===== config.mk =====
export PLATFORM = sky130hd
export DESIGN_NAME = access_code_entry
export DESIGN_NICKNAME = d
export VERILOG_FILES = /design/src/rtl/access_pkg.sv /design/src/rtl/entry_timer.sv /design/src/rtl/access_code_entry.sv
export SDC_FILE = /design/constraint.sdc
export NUM_CORES = 1
export LEC_CHECK = 0
export BUFFER_PORTS_ARGS = -buffer_cell sky130_fd_sc_hd__buf_2
export CORE_MARGIN = 5
export CORE_UTILIZATION = 50
export CTS_CLUSTER_DIAMETER = 30
export CTS_CLUSTER_SIZE = 24
export DETAILED_ROUTE_END_ITERATION = 10
export PLACE_DENSITY = 0.73
export RECOVER_POWER = 100
export SYNTH_ARGS = -nofsm -noshare
export SYNTH_HDL_FRONTEND = slang
export SYNTH_SLANG_ARGS = --single-unit

===== constraint.sdc =====
create_clock -name clk -period 8.79 [get_ports clk]
set_clock_uncertainty 0.1 [all_clocks]
set_input_delay 0.879 -clock clk [delete_from_list [all_inputs] [get_ports clk]]
set_output_delay 0.879 -clock clk [all_outputs]
set_load 0.02 [all_outputs]

===== src/rtl/access_pkg.sv =====
// Shared definitions for the access gate: FSM state encoding and special key codes.
// The door FSM imports this package as well.
package access_pkg;

  localparam logic [1:0] IDLE    = 2'd0;
  localparam logic [1:0] COLLECT = 2'd1;
  localparam logic [1:0] SEND    = 2'd2;
  localparam logic [1:0] HOLD    = 2'd3;

  typedef enum logic [1:0] {
    ST_IDLE    = IDLE,
    ST_COLLECT = COLLECT,
    ST_SEND    = SEND,
    ST_HOLD    = HOLD
  } state_t;

  localparam logic [3:0] KEY_DIGIT_MAX = 4'd9;
  localparam logic [3:0] KEY_CLEAR     = 4'hA;
  localparam logic [3:0] KEY_ENTER     = 4'hB;

  function automatic int max_int(input int a, input int b);
    return (a > b) ? a : b;
  endfunction

endpackage


===== src/rtl/entry_timer.sv =====
// Down-counter with clear and load; shared between the inter-key timeout and the
// post-validate hold window. Priority: clear, then load, then decrement (stops at 0).
module entry_timer #(
  parameter int W = 8
) (
  input  logic         clk,
  input  logic         reset_n,
  input  logic         clear,
  input  logic         load,
  input  logic [W-1:0] load_val,
  input  logic         dec,
  output logic         is_zero
);

  logic [W-1:0] count_reg;

  always_ff @(posedge clk or negedge reset_n) begin
    if (!reset_n) begin
      count_reg <= '0;
    end else if (clear) begin
      count_reg <= '0;
    end else if (load) begin
      count_reg <= load_val;
    end else if (dec && (count_reg != '0)) begin
      count_reg <= count_reg - W'(1);
    end
  end

  assign is_zero = (count_reg == '0);

endmodule


===== src/rtl/access_code_entry.sv =====
// Keypad front-end: collects decimal digits into a binary code and hands it to the
// door FSM as a one-cycle validate_code pulse, with overflow/excess-digit/timeout errors.
module access_code_entry
  import access_pkg::*;
#(
  parameter int CODE_W      = 4,
  parameter int MAX_DIGITS  = 2,
  parameter int TIMEOUT_CYC = 255,
  parameter int HOLD_CYC    = 4
) (
  input  logic              clk,
  input  logic              reset_n,
  input  logic              key_valid,
  input  logic [3:0]        key_code,
  input  logic              door_busy,
  output logic              validate_code,
  output logic [CODE_W-1:0] access_code,
  output logic              entry_error,
  output logic [1:0]        state_out
);

  localparam int ACC_W  = CODE_W + 4;
  localparam int STEP_W = ACC_W + 4;
  localparam int CNT_W  = $clog2(MAX_DIGITS + 1);
  localparam int TMR_W  = $clog2(max_int(TIMEOUT_CYC, HOLD_CYC) + 1);

  localparam logic [ACC_W-1:0]  ACC_MAX   = ACC_W'((1 << CODE_W) - 1);
  localparam logic [STEP_W-1:0] STEP_MAX  = STEP_W'((1 << CODE_W) - 1);
  localparam logic [CNT_W-1:0]  CNT_MAX   = CNT_W'(MAX_DIGITS);
  localparam logic [TMR_W-1:0]  TO_LOAD   = TMR_W'(TIMEOUT_CYC - 1);
  localparam logic [TMR_W-1:0]  HOLD_LOAD = TMR_W'(HOLD_CYC - 1);

  state_t            state_reg;
  logic [ACC_W-1:0]  acc_reg;
  logic [CNT_W-1:0]  cnt_reg;
  logic              ovf_reg;
  logic              validate_code_reg;
  logic              entry_error_reg;
  logic [CODE_W-1:0] access_code_reg;

  logic              key_digit;
  logic              key_clear;
  logic              key_enter;
  logic [STEP_W-1:0] acc_step;

  logic              tmr_clear;
  logic              tmr_load;
  logic [TMR_W-1:0]  tmr_load_val;
  logic              tmr_dec;
  logic              tmr_zero;

  // Codes C-F are not keys at all: in COLLECT they count as an idle cycle.
  assign key_digit = key_valid && (key_code <= KEY_DIGIT_MAX);
  assign key_clear = key_valid && (key_code == KEY_CLEAR);
  assign key_enter = key_valid && (key_code == KEY_ENTER);

  assign acc_step = STEP_W'(acc_reg) * STEP_W'(10) + STEP_W'(key_code);

  always_comb begin
    tmr_clear    = 1'b0;
    tmr_load     = 1'b0;
    tmr_load_val = TO_LOAD;
    tmr_dec      = 1'b0;
    unique case (state_reg)
      ST_IDLE: begin
        if (key_digit && !door_busy) tmr_load  = 1'b1;
        else                         tmr_clear = 1'b1;
      end
      ST_COLLECT: begin
        if (key_digit && (cnt_reg < CNT_MAX))        tmr_load  = 1'b1;
        else if (key_digit || key_clear || key_enter) tmr_clear = 1'b1;
        else if (tmr_zero)                            tmr_clear = 1'b1;
        else                                          tmr_dec   = 1'b1;
      end
      ST_SEND: begin
        if (!door_busy) begin
          tmr_load     = 1'b1;
          tmr_load_val = HOLD_LOAD;
        end
      end
      ST_HOLD: tmr_dec = 1'b1;
      default: tmr_clear = 1'b1;
    endcase
  end

  entry_timer #(
    .W(TMR_W)
  ) u_timer (
    .clk      (clk),
    .reset_n  (reset_n),
    .clear    (tmr_clear),
    .load     (tmr_load),
    .load_val (tmr_load_val),
    .dec      (tmr_dec),
    .is_zero  (tmr_zero)
  );

  always_ff @(posedge clk or negedge reset_n) begin
    if (!reset_n) begin
      state_reg         <= ST_IDLE;
      acc_reg           <= '0;
      cnt_reg           <= '0;
      ovf_reg           <= 1'b0;
      validate_code_reg <= 1'b0;
      entry_error_reg   <= 1'b0;
      access_code_reg   <= '0;
    end else begin
      validate_code_reg <= 1'b0;
      entry_error_reg   <= 1'b0;
      unique case (state_reg)
        ST_IDLE: begin
          if (key_digit && !door_busy) begin
            acc_reg   <= ACC_W'(key_code);
            cnt_reg   <= CNT_W'(1);
            ovf_reg   <= (ACC_W'(key_code) > ACC_MAX);
            state_reg <= ST_COLLECT;
          end
        end
        ST_COLLECT: begin
          if (key_digit) begin
            if (cnt_reg < CNT_MAX) begin
              // Once overflowed the accumulator is frozen so it can never wrap.
              if (!ovf_reg) begin
                acc_reg <= acc_step[ACC_W-1:0];
                if (acc_step > STEP_MAX) ovf_reg <= 1'b1;
              end
              cnt_reg <= cnt_reg + CNT_W'(1);
            end else begin
              entry_error_reg <= 1'b1;
              state_reg       <= ST_IDLE;
            end
          end else if (key_clear) begin
            state_reg <= ST_IDLE;
          end else if (key_enter) begin
            if (ovf_reg) begin
              entry_error_reg <= 1'b1;
              state_reg       <= ST_IDLE;
            end else begin
              state_reg <= ST_SEND;
            end
          end else if (tmr_zero) begin
            entry_error_reg <= 1'b1;
            state_reg       <= ST_IDLE;
          end
        end
        ST_SEND: begin
          if (!door_busy) begin
            validate_code_reg <= 1'b1;
            access_code_reg   <= acc_reg[CODE_W-1:0];
            state_reg         <= ST_HOLD;
          end
        end
        ST_HOLD: begin
          if (tmr_zero) state_reg <= ST_IDLE;
        end
        default: state_reg <= ST_IDLE;
      endcase
    end
  end

  assign validate_code = validate_code_reg;
  assign entry_error   = entry_error_reg;
  assign access_code   = access_code_reg;
  assign state_out     = state_reg;

endmodule


==> results by group, run 1 <==
Yosys
  – EDFF count, synth: 0
  – Ys flop type: dfrtp_1
  – List of most frequent post-synthesis cells: 27 x dfrtp_1, 19 x nor2_1, 18 x a21oi_1, 18 x o21ai_0, 17 x ha_1
  – Ys async rst share: 100.0%
  – Post-synthesis sequential area ratio: 34.66%
  – Synth warn: 0
  – Synth cell types: 43
  – Synth area leader: dfrtp_1
  – Area share of the largest cell type after synthesis: 34.66%
  – Area contributors post-synth: dfrtp_1 35%, ha_1 11%, a21oi_1 4.6%
  – Mapped Area: 1949 sq um
  – Cells after synthesis: 211
  – Synthesized area per cell: 9.239 sq um
  – Top-count cell post-synth: dfrtp_1
  – Synthesized flop and latch total: 27
  – Syn Nets: 238

Placement
  – Hpwl dp: 2.976 mm
  – Final GP Congestion: 0.8285
  – Port Buf Inserts: 15

Power and ir drop
  – Switch share: 46.94%
  – Pint: 0.0003989 W
  – Clk pwr share: 9.4%
  – Net Sw Power: 0.0003529 W
  – Pwr dens: 365.5 nW/um^2
  – Logic pwr share: 59.1%
  – Reg power frac: 31.5%
  – LEAKAGE: 0.9391 nW
  – Maximum VDD drop: 0.1869 mV

Timing
  – Final setup fails: 0
  – Slew @ Worst Pin: 1.410 ns
  – Fmax: 321.0 MHz
  – Final min period: 3.115 ns
  – WHS: 0.4131 ns
  – RSZ-0062 raised after global routing: false
  – Slew Limit Fails: 0
  – Final hold violations: 0
  – Final period utilization: 35.44%
  – Worst relative slew slack: 6.021%
  – Setup TNS: 0 ns

Worst setup path
  – CP max FO: 8
  – Critical Path Sink Type: flop
  – Type of origin of the critical path: flop
  – Top delay family on crit path: compound AO/OA/AOI/OAI gates
  – Buf/Inv on CP: 1
  – FF-to-FF path depth: 8
  – Max stage delay on crit path: 0.91 ns
  – FF-to-FF Start: u_timer.count_reg[0]$_DFFE_PN0P_
  – Flop2flop setup slack: 5.67 ns
  – Slowest CP cell: a311oi_1
  – Classification of the worst setup path: flop to flop
  – Worst Path Arrival: 3.21 ns
  – Worst Path Required: 8.88 ns
  – R2r endpoint: u_timer.count_reg[5]$_DFFE_PN0P_
  – Cells along the critical path: inv_1, ha_1, or3b_2, o221ai_1, o211ai_4, a311oi_1, a21oi_1, o21ai_0
  – Levels on crit path: 8

Routing
  – Routed Antenna Nets: 0
  – Final WL: 3.817 mm
  – DRC Markers: 0
  – Vias/cell: 5.688
  – Initial drt markers: 94
  – Routed wire length per instance: 14.03 microns
  – Vias: 1,547
  – Iteration count of the initial detailed-routing pass: 4

Worst hold path
  – Hold Path End: access_code[2]$_DFFE_PN0P_
  – Worst Hold Class: flop to flop
  – Hold wc startpoint: access_code[2]$_DFFE_PN0P_
  – Worst Hold Depth: 1

Finish
  – Layout Nets: 252
  – Share of post-route cells with drive strength above 1: 7.589%
  – Filler instances: 344
  – Area grow syn2layout: 5.520%
  – Antenna Diode Count: 0

Die
  – Initial Util: 52.46%
  – Die H: 72.44 microns
  – Cell row count: 22
  – # IOs: 16
  – Die area: 5248 sq um
  – Die width: 72.44 microns
  – Core ar.: 3716 sq um

Clock tree
  – CTS tree: done
  – Setup Fix Bufs, Post-CTS: 0
  – Clk_lat worst skew: 0.27 ns
  – Post-CTS sizing: 0
  – H-tree depth: 1
  – CTS Sinks: 27
  – Worst-path clk slew: 0.09 ns
  – Clock root cell: clkbuf_8
  – CTS buffer count: 3
  – Clk buf depth: 2
  – Hold buffer count at cts: 0

Global route
  – Overflow after GRT: 0
  – First-pass GRT wire length: 6.699 mm
  – GRT Util Overall: 15.98%
  – Vias in the first global route: 1,409
  – Initial antenna violation count: 0
  – Largest net degree at the start of global routing: 28

Outcome
  – Status: complete, no violations

Job
  – Max-cap violations: 0
-- cells in the final DEF, fill, tap and decap left out, drive strengths merged, types with 2 or more instances in the layout --
master   n
nand2b   6
fa       2
a211o    2
nor2    19
a21o     2
mux2i    4
ha      17
buf      4
nor2b    3
a22o     3
xor2     4
nand3    2
nor4     4
a31oi    3
or3      4
xnor2    5
clkbuf  15
a21oi   18
mux2     6
o211ai   4
o21ai   22
nor3     2
or4      2
inv     12
and2     3
dfrtp   27
nor3b    2
nand2   15
-- per-stage QoR --
stage	instance area (sq um)	utilization, %	setup WS, ns	std cells	power, W
global route	2057	55.35	5.445	272	0.0008336
detailed placement	2061	55.45	5.768	268	0.0007063
CTS	2106	56.67	5.746	272	0.0007786
floorplan	1949	-	5.935	211	0.0006074
global placement	2061	55.45	5.838	268	0.0006993
finish	2057	55.35	5.675	272	0.0007518
-- metal layers --
layer,wire [microns],global-route usage (%),vias up
li1,-,-,788
met1,1946,24.07,725
met2,1667,23.66,28
met3,155,3.047,6
met4,46,3.689,0
met5,0,0,-
-- power groups by stage --
stage | combinational, W | clock, W | sequential (W)
after detailed placement | 0.000466 | 0 | 0.000240
final | 0.000445 | 0.0000704 | 0.000237
after global placement | 0.000460 | 0 | 0.000239
after global routing | 0.000507 | 0.0000783 | 0.000249
after floorplan | 0.000374 | 0 | 0.000233
after CTS | 0.000469 | 0.0000715 | 0.000238
-- logic make-up after synthesis --
kind of cell | Yosys count | synth area share [%]
buffers and inverters | 18 | 3.530
multiplexers | 10 | 5.520
adder cells (fa/ha/maj) | 19 | 12.97
XOR/XNOR | 9 | 4.043
flip-flops | 27 | 34.66
AO/OA/AOI/OAI | 62 | 21.95
AND/OR/NAND/NOR | 66 | 17.33
-- layout make-up --
type,instances,area [sq um],share of cell area [%]
Sequential cell,27,675.6,32.85
Clock buffer,4,45.04,2.190
Inverter,12,45.04,2.190
Tap cell,48,60.06,2.920
Timing Repair Buffer,15,61.31,2.981
Multi-Input combinational cell,166,1170,56.87
-- worst max path at each step --
stage,start,endpoint,slack [ns]
after global routing,u_timer.count_reg[0]$_DFFE_PN0P_,u_timer.count_reg[5]$_DFFE_PN0P_,5.44
after detailed placement,acc_reg[1]$_DFFE_PN0P_,ovf_reg$_DFFE_PN0P_,5.77
after floorplan,acc_reg[1]$_DFFE_PN0P_,ovf_reg$_DFFE_PN0P_,5.93
final,u_timer.count_reg[0]$_DFFE_PN0P_,u_timer.count_reg[5]$_DFFE_PN0P_,5.67
after CTS,acc_reg[1]$_DFFE_PN0P_,ovf_reg$_DFFE_PN0P_,5.75
after global placement,acc_reg[1]$_DFFE_PN0P_,ovf_reg$_DFFE_PN0P_,5.84
Note: power is estimated with default switching activity, not from simulation.
==> run 2: changes to the inputs <==
--- a/config.mk
+++ b/config.mk
@@ -11,7 +11,7 @@
 export CTS_CLUSTER_DIAMETER = 30
 export CTS_CLUSTER_SIZE = 24
 export DETAILED_ROUTE_END_ITERATION = 10
-export PLACE_DENSITY = 0.73
+export PLACE_DENSITY = 0.75
 export RECOVER_POWER = 100
 export SYNTH_ARGS = -nofsm -noshare
 export SYNTH_HDL_FRONTEND = slang
==> constraint.sdc (replaced) <==
create_clock -name clk -period 2.6 [get_ports clk]
set_clock_uncertainty 0.1 [all_clocks]
set_input_delay 0.26 -clock clk [delete_from_list [all_inputs] [get_ports clk]]
set_output_delay 0.26 -clock clk [all_outputs]
set_load 0.02 [all_outputs]
==> results by group, run 2 (synthesized netlist as in run 1, its figures left out) <==
Power and ir drop
  – Maximum VDD drop: 0.6066 mV
  – Clk pwr share: 8.3%
  – Pint: 0.001587 W
  – LEAKAGE: 1.050 nW
  – Pwr Total: 0.002936 W
  – Reg power frac: 25.9%
  – Logic pwr share: 65.8%
  – Pwr dens: 1297 nW/um^2
  – Net Sw Power: 0.001349 W
  – Switch share: 45.95%

Timing
  – Final setup fails: 7
  – Slew @ Worst Pin: 1.460 ns
  – Worst relative slew slack: 2.700%
  – RSZ-0062 raised after global routing: true
  – Fmax: 367.5 MHz
  – Final period utilization: 104.7%
  – Final min period: 2.721 ns
  – WHS: 0.1957 ns
  – Final hold violations: 0
  – Final setup margin: -0.1211 ns
  – Setup TNS: -0.2093 ns
  – Slew Limit Fails: 0

Finish
  – Area grow syn2layout: 16.11%
  – Final instance area: 2263 sq um
  – Layout Nets: 271
  – Most common cell after layout, fill and taps aside: dfrtp_1
  – Commonest non-fill, non-tap cells in the layout: 27 x dfrtp_1, 19 x nor2_1
  – Utilization after layout: 60.91%
  – Antenna Diode Count: 0
  – Filler instances: 335
  – Share of post-route cells with drive strength above 1: 18.93%

Die
  – Core ar.: 3716 sq um
  – # IOs: 16
  – Die width: 72.44 microns
  – Cell row count: 22
  – Die area: 5248 sq um
  – Initial Util: 52.46%
  – Die H: 72.44 microns

Global route
  – GRT Util Overall: 17.99%
  – Vias in the first global route: 1,618
  – First-pass GRT wire length: 7.541 mm
  – Largest net degree at the start of global routing: 28
  – Overflow after GRT: 0
  – Initial antenna violation count: 0

Worst setup path
  – Worst Path Arrival: 2.78 ns
  – Classification of the worst setup path: flop to flop
  – FF-to-FF Start: acc_reg[1]$_DFFE_PN0P_
  – Max stage delay on crit path: 0.58 ns
  – Slowest CP cell: or4_4
  – CP max FO: 4
  – Type of origin of the critical path: flop
  – Flop2flop setup slack: -0.12 ns
  – FF-to-FF path depth: 9
  – Critical Path Sink Type: flop
  – R2r endpoint: ovf_reg$_DFFE_PN0P_
  – Cells along the critical path: ha_1, ha_2, inv_2, fa_2, or4_4, a21oi_2, a41oi_1, nor4_2, a32oi_1
  – Worst Path Required: 2.66 ns

Routing
  – Routed wire length per instance: 14.88 microns
  – DRT met1 WL: 2.072 mm
  – Vias/cell: 5.677
  – Routed wl met3: 166 microns
  – Top sig layer: met4
  – DRC Markers: 0
  – Initial drt markers: 88
  – WL met2: 2.043 mm
  – Final WL: 4.329 mm
  – Vias: 1,652
  – Routed Antenna Nets: 0
  – Iteration count of the initial detailed-routing pass: 4

Clock tree
  – Clock root cell: clkbuf_8
  – H-tree depth: 1
  – CTS tree: done
  – Worst-path clk slew: 0.10 ns
  – CTS buffer count: 3
  – Clk buf depth: 2
  – CTS Sinks: 27
  – Clk_lat worst skew: 0.27 ns

Worst hold path
  – Worst Hold Depth: 2
  – Hold Path End: acc_reg[0]$_DFFE_PN0P_
  – Hold wc startpoint: key_code[0]
  – Worst Hold Class: primary input to flop

Job
  – Max-cap violations: 0

Placement
  – Port Buf Inserts: 15
  – Area post-placement: 2205 sq um
  – Hpwl dp: 3.305 mm
  – Final GP Congestion: 0.8731

Outcome
  – Status: finished with violations
  – Failing checks: setup timing
-- run 2: how the worst max path moves through the flow --
| stage | from | endpoint | slack, ns | cells after the start |
|---|---|---|---|---|
| floorplan | acc_reg[1]$_DFFE_PN0P_ | ovf_reg$_DFFE_PN0P_ | -0.17 | 9 |
| global placement | acc_reg[3]$_DFFE_PN0P_ | ovf_reg$_DFFE_PN0P_ | -0.15 | 9 |
| detailed placement | acc_reg[3]$_DFFE_PN0P_ | ovf_reg$_DFFE_PN0P_ | -0.18 | 9 |
| CTS | acc_reg[1]$_DFFE_PN0P_ | ovf_reg$_DFFE_PN0P_ | -0.15 | 9 |
| global route | acc_reg[1]$_DFFE_PN0P_ | ovf_reg$_DFFE_PN0P_ | -0.29 | 9 |
| finish | acc_reg[1]$_DFFE_PN0P_ | ovf_reg$_DFFE_PN0P_ | -0.12 | 9 |
-- run 2: power groups by stage --
stage               Clock [W]  Sequential [W]  Combinational, W
finish               0.000244        0.000761           0.00193
global route         0.000265        0.000799           0.00215
CTS                  0.000246        0.000761           0.00196
detailed placement          0        0.000769           0.00190
global placement            0        0.000763           0.00185
floorplan                   0        0.000788           0.00130
-- run 2: final cells by class --
type,instances,area [sq um],share of cell area [%]
well taps,48,60.06,2.653
repair buffers,34,200.2,8.845
clock buffers,3,41.29,1.824
inverters,12,45.04,1.990
flip-flops and latches,27,675.6,29.85
multi-input cells,166,1236,54.62
clock inverters,1,5.005,0.2211
-- run 2: worst max-delay path, delay by kind of cell, from the launching register on --
kind | cells | cell delay [ns]
compound gates | 3 | 0.34
fa+ha+maj | 3 | 0.92
buf+inv | 1 | 0.05
flops | 1 | 0.39
simple gates | 2 | 0.80
-- run 2: repair_timing --
item	CTS	global route
setup endpoints to repair	2	2
pin swaps	8	3
setup buffers	1	0
endpoints found under the hold margin	27	0
gates resized for setup	4	3
hold buffers	1	0
-- run 2: per-stage QoR --
stage | cells | setup WS [ns]
after floorplan | 211 | -0.1694
after global placement | 285 | -0.1452
after detailed placement | 285 | -0.1846
after CTS | 291 | -0.1550
after global routing | 291 | -0.2857
final | 291 | -0.1211
-- run 2: per-layer routing --
metal	vias to the layer above	GRT usage, %
li1	828	-
met1	799	24.87
met2	21	28.72
met3	4	3.740
met4	0	4.713
met5	-	0
==> run 3: changes to the inputs <==
--- a/config.mk
+++ b/config.mk
@@ -11,7 +11,7 @@
 export CTS_CLUSTER_DIAMETER = 30
 export CTS_CLUSTER_SIZE = 24
 export DETAILED_ROUTE_END_ITERATION = 10
-export PLACE_DENSITY = 0.75
+export PLACE_DENSITY = 0.73
 export RECOVER_POWER = 100
 export SYNTH_ARGS = -nofsm -noshare
 export SYNTH_HDL_FRONTEND = slang
==> constraint.sdc (replaced) <==
create_clock -name clk -period 2.9 [get_ports clk]
set_clock_uncertainty 0.1 [all_clocks]
set_input_delay 0.29 -clock clk [delete_from_list [all_inputs] [get_ports clk]]
set_output_delay 0.29 -clock clk [all_outputs]
set_load 0.02 [all_outputs]
==> results by group, run 3 (synthesized netlist as in run 1, its figures left out) <==
Finish
  – Register Area: 675.6 sq um
  – Commonest non-fill, non-tap cells in the layout: 27 x dfrtp_1, 19 x nor2_1, 17 x o21ai_0, 17 x a21oi_1, 16 x ha_1
  – Utilization after layout: 58.75%
  – Share of post-route cells with drive strength above 1: 15.32%
  – Final instance area: 2183 sq um
  – Area grow syn2layout: 12.00%
  – Multi-input gate area: 1209 sq um
  – Antenna Diode Count: 0
  – Layout Nets: 263
  – Filler instances: 332
  – Layout Cells excl Fill: 283
  – Most common cell after layout, fill and taps aside: dfrtp_1

Power and ir drop
  – Net Sw Power: 0.001164 W
  – Pint: 0.001353 W
  – Clk pwr share: 8.6%
  – Pwr dens: 1153 nW/um^2
  – Maximum VDD drop: 0.5903 mV
  – Switch share: 46.24%
  – Logic pwr share: 63.7%
  – Pwr Total: 0.002517 W
  – LEAKAGE: 1.006 nW
  – Reg power frac: 27.7%

Clock tree
  – Worst-path clk slew: 0.10 ns
  – H-tree depth: 1
  – Clk buf depth: 2
  – CTS buffer count: 3
  – Clock root cell: clkbuf_8
  – CTS tree: done
  – Clk_lat worst skew: 0.27 ns
  – CTS Sinks: 27

Routing
  – Iteration count of the initial detailed-routing pass: 5
  – Vias: 1,628
  – DRC Markers: 0
  – Initial drt markers: 117
  – Routed wire length per instance: 14.68 microns
  – Routed Antenna Nets: 0
  – Final WL: 4.155 mm
  – Vias/cell: 5.753

Placement
  – Area post-placement: 2121 sq um
  – Port Buf Inserts: 15
  – Final GP Congestion: 0.8451
  – # placed instances: 276
  – Hpwl dp: 3.252 mm

Global route
  – Vias in the first global route: 1,622
  – Overflow after GRT: 0
  – Initial antenna violation count: 0
  – First-pass GRT wire length: 7.320 mm
  – Largest net degree at the start of global routing: 28
  – GRT Util Overall: 17.04%

Worst hold path
  – Hold wc startpoint: key_code[0]
  – Worst Hold Class: primary input to flop
  – Worst Hold Depth: 2
  – Hold Path End: acc_reg[0]$_DFFE_PN0P_

Timing
  – Slew Limit Fails: 0
  – Final hold violations: 0
  – Final setup fails: 0
  – Final min period: 2.797 ns
  – Slew @ Worst Pin: 1.468 ns
  – RSZ-0062 raised after global routing: true
  – Worst relative slew slack: 2.125%
  – Fmax: 357.6 MHz
  – Setup TNS: 0 ns
  – Final period utilization: 96.43%

Worst setup path
  – Type of origin of the critical path: flop
  – Critical Path Sink Type: flop
  – FF-to-FF path depth: 9
  – FF-to-FF Start: acc_reg[1]$_DFFE_PN0P_
  – Classification of the worst setup path: flop to flop
  – Flop2flop setup slack: 0.10 ns
  – CP max FO: 4
  – Worst Path Required: 2.95 ns
  – R2r endpoint: ovf_reg$_DFFE_PN0P_
  – Worst Path Arrival: 2.85 ns

Die
  – Die width: 72.44 microns
  – Cell row count: 22
  – Initial Util: 52.46%
  – Die area: 5248 sq um
  – # IOs: 16
  – Die H: 72.44 microns
  – Core ar.: 3716 sq um

Outcome
  – Status: complete, no violations

Job
  – Max-cap violations: 0
## run 3: per-stage QoR
stage	worst slack [ns]	hold WS (ns)
after floorplan	0.04470	-0.1056
after global placement	0.1061	0.2346
after detailed placement	0.005155	0.2418
after CTS	0.04558	0.1999
after global routing	-0.06498	0.2080
final	0.1035	0.2153
## run 3: how the worst max path moves through the flow
stage	slack, ns	to	cells after the start	startpoint
global placement	0.11	ovf_reg$_DFFE_PN0P_	9	acc_reg[1]$_DFFE_PN0P_
global route	-0.06	ovf_reg$_DFFE_PN0P_	9	acc_reg[3]$_DFFE_PN0P_
CTS	0.05	ovf_reg$_DFFE_PN0P_	9	acc_reg[1]$_DFFE_PN0P_
finish	0.10	ovf_reg$_DFFE_PN0P_	9	acc_reg[1]$_DFFE_PN0P_
detailed placement	0.005	ovf_reg$_DFFE_PN0P_	9	acc_reg[1]$_DFFE_PN0P_
floorplan	0.04	ovf_reg$_DFFE_PN0P_	9	acc_reg[1]$_DFFE_PN0P_
## run 3: cell type report
class / count / share of cell area [%]
clock buffers: 3 / 1.891
well taps: 48 / 2.751
clock inverters: 1 / 0.2292
inverters: 12 / 2.063
multi-input cells: 166 / 55.36
flip-flops and latches: 27 / 30.95
repair buffers: 26 / 6.762
## run 3: worst max-delay path: stages, from the launching register on
cell	delay, ns
dfrtp_1	0.40
ha_1	0.28
ha_2	0.18
inv_2	0.04
fa_1	0.47
or4_4	0.60
o21ai_2	0.15
a31oi_1	0.05
nor4_1	0.28
a32oi_1	0.13
## run 3: what timing repair did
action / in CTS / in global routing
hold buffers: 1 / 0
resized for setup: 2 / 5
endpoints found under the hold margin: 27 / 0
endpoints found under the setup margin: 1 / 1
pin swaps: 0 / 7
buffers inserted: 0 / 2
## run 3: layer usage
metal | share of wire (%) | vias to the layer above | global-route usage [%]
li1 | - | 817 | -
met3 | 5.7 | 6 | 1.524
met1 | 48 | 759 | 24.35
met2 | 45 | 46 | 28.11
met4 | 1.2 | 0 | 3.689
met5 | 0 | - | 0
## run 3: power by group through the flow
| stage | registers [W] | logic, W | clock network (W) |
|---|---|---|---|
| after floorplan | 0.000707 | 0.00113 | 0 |
| after global placement | 0.000697 | 0.00151 | 0 |
| after detailed placement | 0.000706 | 0.00157 | 0 |
| after CTS | 0.000699 | 0.00159 | 0.000220 |
| after global routing | 0.000732 | 0.00178 | 0.000232 |
| final | 0.000696 | 0.00160 | 0.000216 |
